`config.mk`:
```
export PLATFORM = sky130hd
export DESIGN_NAME = pipe_adder
export DESIGN_NICKNAME = d
export VERILOG_FILES = /design/src/rtl/adder_pkg.sv /design/src/rtl/add_chunk.sv /design/src/rtl/pipe_adder.sv
export SDC_FILE = /design/constraint.sdc
export NUM_CORES = 1
export LEC_CHECK = 0
export ABC_AREA = 1
export CORE_MARGIN = 2
export CORE_UTILIZATION = 45
export DETAILED_ROUTE_END_ITERATION = 12
export PLACE_DENSITY = 0.76
export REMOVE_ABC_BUFFERS = 1
export SLEW_MARGIN = 15
export SYNTH_ARGS = -nofsm -noshare
export SYNTH_HDL_FRONTEND = slang
export SYNTH_SLANG_ARGS = --single-unit
```
`constraint.sdc`:
```
create_clock -name clk -period 7.5 [get_ports clk]
set_input_delay 1.5 -clock clk [delete_from_list [all_inputs] [get_ports clk]]
set_output_delay 1.5 -clock clk [all_outputs]
set_load 0.01 [all_outputs]
```
`src/rtl/adder_pkg.sv`:
```
// Shared constants for the chunked pipelined adder: default operand width,
// chunk size and the number of pipeline stages derived from them.
package adder_pkg;

    localparam int DEF_WIDTH = 16;
    localparam int DEF_CHUNK = 4;

    // Guarded so an illegal CHUNK reaches the explicit configuration error
    // instead of a divide-by-zero.
    function automatic int num_stages(input int width, input int chunk);
        return (chunk < 1) ? 1 : width / chunk;
    endfunction

    localparam int DEF_STAGES = num_stages(DEF_WIDTH, DEF_CHUNK);

endpackage

```
`src/rtl/add_chunk.sv`:
```
// Combinational CHUNK-bit adder slice: sum, carry out, and the carry into the
// slice MSB (needed for signed overflow in the top slice).
module add_chunk
    import adder_pkg::*;
#(
    parameter int CHUNK = DEF_CHUNK
) (
    input  logic [CHUNK-1:0] a,
    input  logic [CHUNK-1:0] b,
    input  logic             cin,
    output logic [CHUNK-1:0] sum,
    output logic             cout,
    output logic             cmsb
);

    assign {cout, sum} = {1'b0, a} + {1'b0, b} + {{CHUNK{1'b0}}, cin};

    // The MSB sum bit is a ^ b ^ carry-in, so the carry-in can be recovered.
    assign cmsb = a[CHUNK-1] ^ b[CHUNK-1] ^ sum[CHUNK-1];

endmodule

```
`src/rtl/pipe_adder.sv`:
```
// Pipelined adder/subtractor: one CHUNK-bit slice per stage, skewed operands,
// deskewed result, valid/ready handshake with whole-pipeline stall.
module pipe_adder
    import adder_pkg::*;
#(
    parameter int WIDTH = DEF_WIDTH,
    parameter int CHUNK = DEF_CHUNK
) (
    input  logic             clk,
    input  logic             rst,
    input  logic             in_valid,
    output logic             in_ready,
    input  logic [WIDTH-1:0] x,
    input  logic [WIDTH-1:0] y,
    input  logic             carryin,
    input  logic             sub,
    output logic             out_valid,
    input  logic             out_ready,
    output logic [WIDTH-1:0] s,
    output logic             carryout,
    output logic             ovf
);

    localparam int STAGES = num_stages(WIDTH, CHUNK);
    localparam int LAST   = STAGES - 1;

    if ((CHUNK < 1) ? 1'b1 : ((WIDTH % CHUNK) != 0)) begin : g_bad_cfg
        $error("pipe_adder: WIDTH must be a positive multiple of CHUNK");
    end

    typedef logic [WIDTH-1:0] word_t;

    // Stage k inputs come from stage k-1 registers (stage 0 from the ports).
    word_t a_in [STAGES];
    word_t b_in [STAGES];
    word_t r_in [STAGES];
    word_t r_nx [STAGES];
    logic [STAGES-1:0] v_in;
    logic [STAGES-1:0] c_in;

    word_t a_q [STAGES];
    word_t b_q [STAGES];
    word_t r_q [STAGES];
    logic [STAGES-1:0] v_q;
    logic [STAGES-1:0] c_q;
    logic              ovf_q;

    logic [STAGES-1:0][CHUNK-1:0] sum_w;
    logic [STAGES-1:0]            cout_w;
    logic [STAGES-1:0]            cmsb_w;

    logic stall;

    assign stall     = out_valid && !out_ready;
    assign in_ready  = !stall;

    assign out_valid = v_q[LAST];
    assign s         = r_q[LAST];
    assign carryout  = c_q[LAST];
    assign ovf       = ovf_q;

    for (genvar k = 0; k < STAGES; k++) begin : g_stage
        add_chunk #(.CHUNK(CHUNK)) u_add (
            .a   (a_in[k][k*CHUNK +: CHUNK]),
            .b   (b_in[k][k*CHUNK +: CHUNK]),
            .cin (c_in[k]),
            .sum (sum_w[k]),
            .cout(cout_w[k]),
            .cmsb(cmsb_w[k])
        );
    end

    // Subtraction is x + ~y + 1, so carryin is ignored in sub mode.
    always_comb begin
        a_in[0] = x;
        b_in[0] = sub ? ~y : y;
        c_in[0] = sub ? 1'b1 : carryin;
        v_in[0] = in_valid;
        r_in[0] = '0;
        for (int k = 1; k < STAGES; k++) begin
            a_in[k] = a_q[k-1];
            b_in[k] = b_q[k-1];
            c_in[k] = c_q[k-1];
            v_in[k] = v_q[k-1];
            r_in[k] = r_q[k-1];
        end
        for (int k = 0; k < STAGES; k++) begin
            r_nx[k]                    = r_in[k];
            r_nx[k][k*CHUNK +: CHUNK]  = sum_w[k];
        end
    end

    // NOTE: the data registers are reset too, not just the valid bits, because
    // the final-stage result must read as zero while in reset.
    always_ff @(posedge clk) begin
        if (rst) begin
            v_q   <= '0;
            c_q   <= '0;
            ovf_q <= 1'b0;
            for (int k = 0; k < STAGES; k++) begin
                a_q[k] <= '0;
                b_q[k] <= '0;
                r_q[k] <= '0;
            end
        end else if (!stall) begin
            v_q   <= v_in;
            c_q   <= cout_w;
            ovf_q <= cout_w[LAST] ^ cmsb_w[LAST];
            for (int k = 0; k < STAGES; k++) begin
                a_q[k] <= a_in[k];
                b_q[k] <= b_in[k];
                r_q[k] <= r_nx[k];
            end
        end
    end

endmodule

```
After elaboration in Yosys (flattened, before gate mapping)
Memory sizes are Yosys's and may differ from the RTL's.
Index checks and enable logic that the tools add are counted.
{"block": "totals", "reg_bits": 9, "mem_bits_rw": 192, "out_inout_bits": 20, "wordCells": 52, "memories": 3}
{"block": "classes", "add_sub_neg": 8, "muxes": 19, "bitwise_logic": 16, "n_reduce_logical": 3}
{"name": "a_q", "depth": 4, "width": 16, "read_ports": 3, "rd_clocked_by_memory_dff": 0, "wr": 4, "line": "pipe_adder.sv:41", "text": "word_t a_q [STAGES];"}
{"name": "b_q", "depth": 4, "width": 16, "read_ports": 3, "rd_clocked_by_memory_dff": 0, "wr": 4, "line": "pipe_adder.sv:42", "text": "word_t b_q [STAGES];"}
{"name": "r_q", "depth": 4, "width": 16, "read_ports": 4, "rd_clocked_by_memory_dff": 0, "wr": 4, "line": "pipe_adder.sv:43", "text": "word_t r_q [STAGES];"}
{"cell": "16-bit 2-to-1 mux", "count": 13}
{"cell": "4-bit by 4-bit adder with 5-bit output", "count": 4}
{"cell": "5-bit by 1-bit adder with 5-bit output", "count": 4}
{"cell": "16-bit NOT", "count": 1}
{"cell": "1-bit OR", "count": 12}
{"cell": "1-bit 2-to-1 mux", "count": 6}
{"cell": "1-bit XOR", "count": 3}
{"cell": "1-bit logical NOT", "count": 2}
{"cell": "1-bit logical AND", "count": 1}

Logic depth before layout (Yosys ltp)
{"block": "logic_depth", "ltp_word": 6, "depth_mapped": 10}

By module
A second synthesis with hierarchy kept.
{"block": "unflattened", "cells_unflattened": 431, "area_unflattened_um2": 4483.0}
{"module": "pipe_adder", "n_inst": 1, "cells_per_inst": 327, "area_per_inst_um2": 3807.4, "seq_area_each_um2": 2822.7}
{"module": "add_chunk", "n_inst": 4, "cells_per_inst": 26, "area_per_inst_um2": 168.9, "seq_area_each_um2": 0.0}

Least setup slack after synthesis
Ideal clock, no wire load.
{"block": "synth_path", "path_type": "input port to flip-flop", "startpoint": "in out_ready", "endpoint": "reg c_q[0]", "arrival_time_ps": 4054, "required_ps": 7376, "slack_ps": 3323, "stages": 5, "n_path_buf": 0, "cell_sequence": "nor2_4 nand2_1 inv_1 nand2_1 o21ai_0"}
{"block": "synth_between", "elab_chain_cells": 2}
{"item": "start: declaration", "line": "pipe_adder.sv:18", "text": "input logic out_ready,"}
{"item": "1-bit logical NOT", "line": "pipe_adder.sv:54", "text": "assign stall = out_valid && !out_ready;"}
{"item": "1-bit logical AND", "line": "pipe_adder.sv:54"}
{"item": "end signal: assignment", "line": "pipe_adder.sv:107", "text": "c_q <= cout_w;"}
{"item": "end: declaration", "line": "pipe_adder.sv:45", "text": "logic [STAGES-1:0] c_q;"}
No other way between the ends.
A chain may end at the register's enable or synchronous reset.

Final worst setup path
{"block": "layout_path", "startpoint": "in out_ready", "endpoint": "out in_ready"}
{"block": "layout_between", "elab_chain_cells": 3}
{"item": "1-bit logical NOT", "line": "pipe_adder.sv:54"}
{"item": "1-bit logical AND", "line": "pipe_adder.sv:54"}
{"item": "1-bit logical NOT"}
{"item": "end: declaration", "line": "pipe_adder.sv:12", "text": "output logic in_ready,"}
No other way between the ends.

==> results.py <==
metrics = {
    "setup_path": {
        "critPathKind": "primary input to output port",
        "required_ns": 6.00,
        "crit_path_end_kind": "output port",
        "worst_path_most_repeated_cell": "clkdlybuf4s50_1",
        "crit_family": "buffers and inverters",
        "path_buf_inv": 3,
        "critPathMaxStageDelay_ns": 0.47,
        "cpMaxStageDelayCell": "clkdlybuf4s50_1",
        "critPathLaunchType": "primary input",
        "crit_arrival_ns": 2.75,
        "path_cells": "clkdlybuf4s50_1 > nor2_4 > inv_1 > clkdlybuf4s50_1",
        "critical_path_peak_fanout": 3,
    },
    "sta": {
        "worst_pin_slew_ns": 0.9395,
        "skew_ns": 0.01015,
        "finalCritPeriodShare_pct": 56.71,
        "min_period_ns": 4.253,
        "tns_ns": 0,
        "finalHoldViolations": 0,
        "fmaxAchievable_mhz": 235.1,
        "setup_violations": 0,
        "rsz0062_at_grt": "false",
        "relSlewSlack_pct": 37.17,
        "finalMaxSlewViolations": 0,
    },
    "job": {
        "max_cap_violations": 0,
    },
    "synthesis": {
        "synth_most_common_cell": "inv_1",
        "syn_inst": 389,
        "synth-edff-count": 88,
        "ys_seq_area_share_pct": 61.11,
        "syn_area_mm2": 0.004619,
        "syn_avg_cell_area_um2": 11.88,
        "synth_top_area_share_pct": 57.20,
        "async_reset_ff_share_pct": 0,
        "yosys_warnings": 0,
        "synth_ff_type": "edfxtp_1",
        "yosys-top-cells-count": "inv_1 (89), edfxtp_1 (88), nor2_1 (59), nor2_4 (31), nand2_1 (26)",
        "synth_cell_type_count": 22,
        "ys_seq_elements": 97,
        "synth_area_leaders": "edfxtp_1 (57%), nor2_4 (7.6%), inv_1 (7.2%)",
        "synth_top_cell_by_area": "edfxtp_1",
    },
    "pwr": {
        "total_leakage_power_nw": 2.240,
        "power-per-cell-area_mw_per_mm2": 213.3,
        "p_total_mw": 1.173,
        "clockPowerShare_pct": 34.0,
        "p_int_mw": 0.9133,
        "p_switching_mw": 0.2601,
        "switching_share_pct": 22.16,
        "p_seq_share_pct": 54.6,
        "worst_ir_drop_vdd_uv": 102.4,
        "pwr-share-comb_pct": 11.5,
    },
    "grt": {
        "overflow": 0,
        "grt_usage_pct": 13.95,
        "antenna_found_initial": 0,
        "first_global_vias": 2610,
        "grt_pass1_wl_um": 11960,
        "grt_max_degree": 94,
    },
    "detailed_routing": {
        "wl_um": 7021,
        "drt.antenna.violating_nets": 0,
        "via_per_inst": 4.432,
        "routed-via-count": 2593,
        "wire_per_inst_um": 12.00,
        "remaining_drc_errors": 0,
        "drt_iter0_markers": 126,
        "first_pass_iters": 4,
    },
    "die": {
        "die_w_um": 105.3,
        "chipHeight_um": 105.3,
        "start_util_pct": 46.83,
        "rows": 36,
        "die_area_mm2": 0.01109,
        "pin_count": 58,
        "design.core.area_mm2": 0.009864,
    },
    "cts": {
        "postCtsHoldBufs": 0,
        "clk_pin_slew_ns": 0.08,
        "cts_buffer_depth": 2,
        "cts_num_sinks": 97,
        "numCtsBuffers": 9,
        "htreeDepth": 3,
        "post-cts-setup-buffers": 0,
        "post_cts_resized": 0,
        "insertion_delay_ns": 0.37,
        "cts-root-buf": "clkbuf_8",
        "tritoncts": "yes",
    },
    "final_layout": {
        "layout.nets": 505,
        "fin_cells": 585,
        "drive_gt1_share_pct": 11.50,
        "fill_cells": 838,
        "antenna_cells": 0,
        "syn_to_final_growth_pct": 19.10,
    },
    "min_path": {
        "hp-class": "flip-flop to flip-flop",
    },
    "place": {
        "hpwl_um": 4618,
        "finalWeightedCongestion": 0.8172,
        "dp_cells": 569,
        "numPortBuffers": 57,
    },
    "status": {
        "outcome": "finished clean",
    },
}
## area by class of cell
type                    instances  area (um2)  share of cell area (%)
clock buffers                  11       131.4                   2.388
clock inverters                 5       105.1                   1.910
inverters                      90       340.3                   6.186
multi-input cells             191        1358                   24.68
flip-flops and latches         97        2823                   51.31
well taps                     133       166.4                   3.025
repair buffers                 58       578.1                   10.51
## worst min-delay path, delay by kind of cell, from the launching register on
| family | cells | cell delay [ns] |
|---|---|---|
| DFF | 1 | 0.32 |
| and+or+nand+nor | 2 | 0.11 |
## cell usage in the layout, fill, tap and decap left out, types with 3 or more instances in the layout
| master | count |
|---|---|
| inv_1 | 89 |
| edfxtp_1 | 88 |
| nor2_1 | 59 |
| clkdlybuf4s50_1 | 57 |
| nor2_4 | 31 |
| nand2_1 | 25 |
| a21oi_1 | 13 |
| xnor2_1 | 12 |
| ha_1 | 12 |
| o21ai_0 | 10 |
| nand3_1 | 10 |
| dfxtp_1 | 9 |
| clkbuf_8 | 9 |
| fa_1 | 8 |
| xor2_1 | 4 |
| bufinv_16 | 3 |
## state kept, by name, indices dropped and copies added, names as in the netlist
name,flops
b_q,24
a_q,24
v_q,4
r_q,40
ovf,1
c_q,4
## power by group through the flow
| stage | sequential, mW | clock [mW] | combinational, mW |
|---|---|---|---|
| final | 0.640 | 0.399 | 0.134 |
| after global routing | 0.645 | 0.427 | 0.151 |
| after CTS | 0.641 | 0.406 | 0.136 |
| after detailed placement | 0.653 | 0 | 0.135 |
| after global placement | 0.651 | 0 | 0.128 |
| after floorplan | 0.653 | 0 | 0.0819 |
## per-stage QoR
stage          utilization (%)  setup WS (ns)  cell area (um2)  hold slack (ns)
2_1_floorplan                -          3.279             4504           0.4441
3_3_place_gp             53.29          3.293             5256           0.4502
3_5_place_dp             53.29          3.218             5256           0.4514
4_1_cts                  55.68          3.288             5493           0.4655
5_1_grt                  55.77          3.211             5502           0.5067
6_report                 55.77          3.247             5502           0.4625
## cells by family (layout without fill, tap and decap cells)
kind of cell               Yosys count  in the layout  share of synthesized area, %
and+or+nand+nor                    130            130                         16.52
DFF                                 97             97                         61.10
AOI/OAI and AO/OA                   25             25                         2.763
xor gates and xnor gates            16             16                         3.033
buffers and inverters              101            164                         9.859
adders and majority gates           20             20                         6.717
## final timing paths
kind         startpoint    endpoint  slack [ns]  cells past startpoint
max           out_ready    in_ready        3.25                      4
min                 ovf         ovf        0.46                      2
max reg2reg      v_q[3]  r_q[0][52]        5.16                      6
min reg2reg         ovf         ovf        0.46                      2
## per-layer routing
| metal | wire length [um] | global-route usage (%) | part of all wire (%) |
|---|---|---|---|
| met2 | 3581 | 24.52 | 51 |
| met3 | 286 | 2.907 | 4.1 |
| met5 | 0 | 0 | 0 |
| met1 | 2966 | 15.87 | 42 |
| met4 | 187 | 7.429 | 2.7 |
(Power assumes the default switching activity.)
